[src/rtl/btn_conditioner_pkg.sv]
// Shared definitions for the push-button conditioner: repeat-phase encoding,
// default timing constants and counter sizing helpers.
package btn_conditioner_pkg;

    typedef enum logic [1:0] {
        ST_IDLE   = 2'd0,
        ST_DELAY  = 2'd1,
        ST_REPEAT = 2'd2
    } rep_state_e;

    localparam int DEF_N_BTN        = 3;
    localparam int DEF_DEBOUNCE_CYC = 20000;
    localparam int DEF_REPEAT_DELAY = 10000000;
    localparam int DEF_REPEAT_RATE  = 2500000;

    // Width able to hold every value from 0 up to and including limit.
    function automatic int cnt_width(input int limit);
        return $clog2(limit + 1);
    endfunction

    function automatic int max_int(input int a, input int b);
        return (a > b) ? a : b;
    endfunction

endpackage

[src/rtl/btn_conditioner_channel.sv]
// One button channel: two-flop synchronizer, debounce counter and the
// auto-repeat phase machine driving registered level/press/release outputs.
module btn_conditioner_channel
    import btn_conditioner_pkg::*;
#(
    parameter int DEBOUNCE_CYC = DEF_DEBOUNCE_CYC,
    parameter int REPEAT_DELAY = DEF_REPEAT_DELAY,
    parameter int REPEAT_RATE  = DEF_REPEAT_RATE
) (
    input  logic clk,
    input  logic rst,
    input  logic btn_raw_i,
    input  logic repeat_en_i,
    output logic btn_level_o,
    output logic btn_press_o,
    output logic btn_release_o
);

    localparam int DCNT_W = cnt_width(DEBOUNCE_CYC);
    localparam int RCNT_W = cnt_width(max_int(REPEAT_DELAY, REPEAT_RATE));

    localparam logic [DCNT_W-1:0] DCNT_LAST  = DCNT_W'(DEBOUNCE_CYC - 1);
    localparam logic [RCNT_W-1:0] DELAY_LAST = RCNT_W'(REPEAT_DELAY - 1);
    localparam logic [RCNT_W-1:0] RATE_LAST  = RCNT_W'(REPEAT_RATE - 1);

    logic [1:0]        sync_q;
    logic              level_q, level_d;
    logic [DCNT_W-1:0] dcnt_q, dcnt_d;
    rep_state_e        state_q;
    logic [RCNT_W-1:0] rcnt_q;
    logic [RCNT_W-1:0] rcnt_last;
    logic              press_q, release_q;
    logic              s, rise, fall;

    assign s = sync_q[1];

    // NOTE: every always_comb output gets a default first, so no path can infer a latch.
    always_comb begin
        level_d = level_q;
        dcnt_d  = '0;
        if (s != level_q) begin
            if (dcnt_q == DCNT_LAST) begin
                level_d = ~level_q;
            end else begin
                dcnt_d = dcnt_q + DCNT_W'(1);
            end
        end
    end

    assign rise      = ~level_q &  level_d;
    assign fall      =  level_q & ~level_d;
    assign rcnt_last = (state_q == ST_DELAY) ? DELAY_LAST : RATE_LAST;

    // NOTE: state is written with non-blocking assignments so every flop samples pre-edge values.
    always_ff @(posedge clk) begin
        if (rst) begin
            sync_q    <= '0;
            level_q   <= 1'b0;
            dcnt_q    <= '0;
            state_q   <= ST_IDLE;
            rcnt_q    <= '0;
            press_q   <= 1'b0;
            release_q <= 1'b0;
        end else begin
            sync_q    <= {sync_q[0], btn_raw_i};
            level_q   <= level_d;
            dcnt_q    <= dcnt_d;
            press_q   <= 1'b0;
            release_q <= 1'b0;
            if (rise) begin
                state_q <= ST_DELAY;
                rcnt_q  <= '0;
                press_q <= 1'b1;
            end else if (fall) begin
                // A repeat expiring on the release edge is dropped here.
                state_q   <= ST_IDLE;
                rcnt_q    <= '0;
                release_q <= 1'b1;
            end else begin
                case (state_q)
                    ST_DELAY, ST_REPEAT: begin
                        if (!repeat_en_i) begin
                            rcnt_q <= '0;
                        end else if (rcnt_q == rcnt_last) begin
                            state_q <= ST_REPEAT;
                            rcnt_q  <= '0;
                            press_q <= 1'b1;
                        end else begin
                            rcnt_q <= rcnt_q + RCNT_W'(1);
                        end
                    end
                    default: begin
                        state_q <= ST_IDLE;
                        rcnt_q  <= '0;
                    end
                endcase
            end
        end
    end

    assign btn_level_o   = level_q;
    assign btn_press_o   = press_q;
    assign btn_release_o = release_q;

endmodule

[src/rtl/btn_conditioner.sv]
// Push-button conditioner: N_BTN independent channels turning raw pad levels
// into debounced levels and one-cycle press/repeat/release pulses.
module btn_conditioner
    import btn_conditioner_pkg::*;
#(
    parameter int N_BTN        = DEF_N_BTN,
    parameter int DEBOUNCE_CYC = DEF_DEBOUNCE_CYC,
    parameter int REPEAT_DELAY = DEF_REPEAT_DELAY,
    parameter int REPEAT_RATE  = DEF_REPEAT_RATE
) (
    input  logic             clk,
    input  logic             rst,
    input  logic [N_BTN-1:0] btn_raw,
    input  logic [N_BTN-1:0] repeat_en,
    output logic [N_BTN-1:0] btn_level,
    output logic [N_BTN-1:0] btn_press,
    output logic [N_BTN-1:0] btn_release
);

    for (genvar i = 0; i < N_BTN; i++) begin : g_ch
        btn_conditioner_channel #(
            .DEBOUNCE_CYC (DEBOUNCE_CYC),
            .REPEAT_DELAY (REPEAT_DELAY),
            .REPEAT_RATE  (REPEAT_RATE)
        ) u_ch (
            .clk           (clk),
            .rst           (rst),
            .btn_raw_i     (btn_raw[i]),
            .repeat_en_i   (repeat_en[i]),
            .btn_level_o   (btn_level[i]),
            .btn_press_o   (btn_press[i]),
            .btn_release_o (btn_release[i])
        );
    end

endmodule

[config.mk]
export PLATFORM = sky130hd
export DESIGN_NAME = btn_conditioner
export DESIGN_NICKNAME = d
export VERILOG_FILES = /design/src/rtl/btn_conditioner_pkg.sv /design/src/rtl/btn_conditioner_channel.sv /design/src/rtl/btn_conditioner.sv
export SDC_FILE = /design/constraint.sdc
export NUM_CORES = 1
export LEC_CHECK = 0
export ABC_AREA = 0
export BUFFER_PORTS_ARGS = -buffer_cell sky130_fd_sc_hd__buf_2
export CORE_UTILIZATION = 67
export DETAILED_ROUTE_END_ITERATION = 7
export PLACE_DENSITY = 0.85
export SYNTH_ARGS = -nofsm -noshare
export SYNTH_HDL_FRONTEND = slang
export SYNTH_SLANG_ARGS = --single-unit
export TNS_END_PERCENT = 10
[constraint.sdc]
create_clock -name clk -period 3.6 [get_ports clk]
set_input_delay 0.9 -clock clk [delete_from_list [all_inputs] [get_ports clk]]
set_output_delay 0.9 -clock clk [all_outputs]
set_load 0.03 [all_outputs]
==> impl_results.md <==
* Status: finished, final reports clean
* Int Power at around 0.0026 W
* Share of layout cells above drive strength 1 at 7.576%
* Cts repair resizes at 0
* Most used cell, CP: nor2_1
* WL met2 at 6139 um
* Combinational power share at 0.6%
* Initial Util at between 70% and 80%
* Die width at 97.97 um
* Final hold vios at 0
* DRC viols at 0
* Placed cell count at 802
* Detailed Routing Iterations Pass 1 at 4
* CP Class: reg -> reg
* Total negative slack at 0 ns
* # rows at 34
* Final wirelength at 12,000 um
* Mapped Area at 0.006171 mm2
* Post-DR wirelength/cell at 14.39 um
* Syn. warnings at 0
* Critical Path Slowest Stage Cell: nand3b_1
* Net Switching at between 0.0006 and 0.0007 W
* Post-CTS setup buffer count at 0
* Yosys cell types at 47
* Sw frac at between 10% and 20%
* Pins Over Slew Limit at 0
* Initial antenna violation count at 0
* CP required at roughly 4 ns
* Final setup skew at 0.01203 ns
* CTS tree: built
* Register share of total power at 46.5%
* # IOs at 17
* CP startpoint kind: flop
* Number of diodes at 0
* Skew-Pair Late Insertion Delay at around 0.52 ns
* Total gr overflow at 0
* # nets final at 736
* Post-DP HPWL at 7824 um
* DR iter-0 viols at approximately 180
* Power Density at about 480 mW/mm2
* Worst-case clock buffer depth at 2
* Slowest stage delay, CP at 0.65 ns
* Die height at 97.97 um
* Vias per std cell at 5.818
* Gpl congestion at 0.8236
* Yosys top cell by area: dfxtp_1
* Post-Synthesis Cells at roughly 700
* Ys async rst share at 0%
* Crit-path max FO at 24
* Routed wl met3 at 590 um
* Bufs and invs on worst path at 0
* Via count at 4,852
* Synth Register Bits at between 100 and 150
* Area share of the largest cell type after synthesis at 44.77%
* Hold crit path type: reg -> reg
* Syn_nets at 725
* Fin cells at between 800 and 900
* Critical-path cell list: ha_1, nand2_1, nor2_1, nand4_1, mux2i_1, ha_1, nand2b_1, nor2_1, nand3b_1, nor2_1
* Tcrit/Tclk final at 81.28%
* Maximum number of pins on one net before global-route repair at 28
* Fmax at 341.8 MHz
* GRT Util Overall at 26.58%
* CTS root buf: clkbuf_8
* First-pass GRT wire length at 20,730 um
* Uppermost layer routed: met4
* Metal1 wirelength at 4934 um
* Syn avg cell area at 8.790 um2
* Utilization after layout at 77.78%
* Largest cells by area after synthesis: dfxtp_1 45%, xor2_1 11%, nor2_1 9.1%
* Post-synth EDFFs at 0
* Core footprint at 0.008806 mm2
* Max-Cap Viols at 0
* # fillers at 589
* Syn-to-layout area delta at 10.99%
* Worst VDD drop at about 460 uV
* Worst-Margin Slew at 0.9641 ns
* Post-CTS Hold Fix Bufs at 0
* Synth Flop Type: dfxtp_1
* RSZ-0062 raised after global routing: no
* Clk slew on worst S/H paths at 0.06 ns
* Register area share after synthesis at 44.77%
* Total CTS buffers at 17
* Delay-heaviest family, CP: simple AND/OR/NAND/NOR gates
* Leakage at 2.297 nW
* Worst slew margin at 35.13%
* Arrival @ worst endpoint at 3.36 ns
* Max H-tree Level at 4
* Post-route minimum period at 2.926 ns
* Vias in the first global route at 4,887
* Final setup viols at 0
* Clock Sinks at 138
* Clock network power share at 52.9%
* Die footprint at 0.009598 mm2
* I/O Buffers at 16
* Post-DRT Antenna Nets at 0
* Element type at the critical path end: flop
synth_stat cells, types with 8 or more instances:
cell type / number
nor4_1: 13
nand3_1: 53
dfxtp_1: 138
and4_1: 9
nand2b_1: 10
clkbuf_1: 8
nand4_1: 33
inv_1: 16
nor3_1: 13
ha_1: 15
and3_1: 12
xnor2_1: 34
nand2_1: 50
nor2_1: 150
buf_4: 9
xor2_1: 74
power by group through the flow:
stage / clock network, W / registers [W] / logic, W
floorplan: 0 / 0.00157 / 0.0000122
global placement: 0 / 0.00157 / 0.0000191
detailed placement: 0 / 0.00157 / 0.0000197
CTS: 0.00176 / 0.00153 / 0.0000202
global route: 0.00184 / 0.00153 / 0.0000222
finish: 0.00174 / 0.00153 / 0.0000203
cell type report:
type,count,area [um2],share of cell area (%)
multi-input cells,523,3201,46.73
clock buffers,21,459.2,6.704
well taps,108,135.1,1.973
flip-flops and latches,138,2763,40.34
inverters,16,60.06,0.8769
clock inverters,11,143.9,2.101
repair buffers,17,87.58,1.279
path summary, 6_finish.rpt:
| check | startpoint | endpoint | slack, ns | cells after the start |
|---|---|---|---|---|
| worst max-delay path | g_ch[0].u_ch.dcnt_q[0] | g_ch[0].u_ch.rcnt_q[19] | 0.67 | 10 |
| worst min-delay path | g_ch[1].u_ch.sync_q[0] | g_ch[1].u_ch.sync_q[1] | 0.45 | 1 |
| worst max register to register | g_ch[0].u_ch.dcnt_q[0] | g_ch[0].u_ch.rcnt_q[19] | 0.67 | 10 |
| worst min register to register | g_ch[1].u_ch.sync_q[0] | g_ch[1].u_ch.sync_q[1] | 0.45 | 1 |
cell usage in the layout (no fill, tap or decap), types with 5 or more instances in the layout:
cell       netlist  layout
and3_1          12      12
nand2_1         50      50
dfxtp_1        138     138
nor3_1          13      13
buf_2            3      16
ha_1            15      15
nor2b_1          7       7
mux2i_1          7       7
nand3_1         53      53
and4_1           9       9
clkbuf_16        0      16
nor3b_1          5       5
nand4_1         33      33
nand2b_1        10      10
nor4_1          13      13
nor2_1         150     150
inv_1           16      16
xnor2_1         34      34
xor2_1          74      74
worst register-to-register path: stages, from the launching register on:
cell and delay [ns]:
dfxtp_1 0.36, ha_1 0.22, nand2_1 0.10, nor2_1 0.14, nand4_1 0.18, mux2i_1 0.36
ha_1 0.21, nand2b_1 0.11, nor2_1 0.21, nand3b_1 0.65, nor2_1 0.30
logic make-up after synthesis:
logic type / Yosys count / share of synthesized area [%]
DFF: 138 / 44.77
adders and majority gates: 15 / 3.041
xor gates and xnor gates: 108 / 15.33
muxes: 8 / 1.318
and+or+nand+nor: 375 / 29.95
buffers and inverters: 41 / 3.366
AOI/OAI and AO/OA: 17 / 2.230
metal layers:
layer / vias to the layer above / global-route usage, %
li1: 2401 / -
met1: 2273 / 27.65
met2: 140 / 48.37
met3: 38 / 7.946
met4: 0 / 13.29
met5: - / 0
registers in the layout, summed over array words and instances, names as in the netlist:
signal,count
g_ch.u_ch.btn_level_o,3
g_ch.u_ch.btn_press_o,3
g_ch.u_ch.btn_release_o,3
g_ch.u_ch.dcnt_q,45
g_ch.u_ch.rcnt_q,72
g_ch.u_ch.state_q,6
g_ch.u_ch.sync_q,6
through the flow:
step / hold slack, ns / area [um2] / setup slack, ns / total power, W
floorplan: 0.4138 / 6171 / 1.384 / 0.001579
global placement: 0.4258 / 6246 / 1.017 / 0.001586
detailed placement: 0.4272 / 6246 / 0.7963 / 0.001587
CTS: 0.4528 / 6849 / 0.6693 / 0.003318
global route: 0.4564 / 6849 / 0.2997 / 0.003394
finish: 0.4458 / 6849 / 0.6739 / 0.003297
No activity file was read; power rests on OpenSTA's default activity.
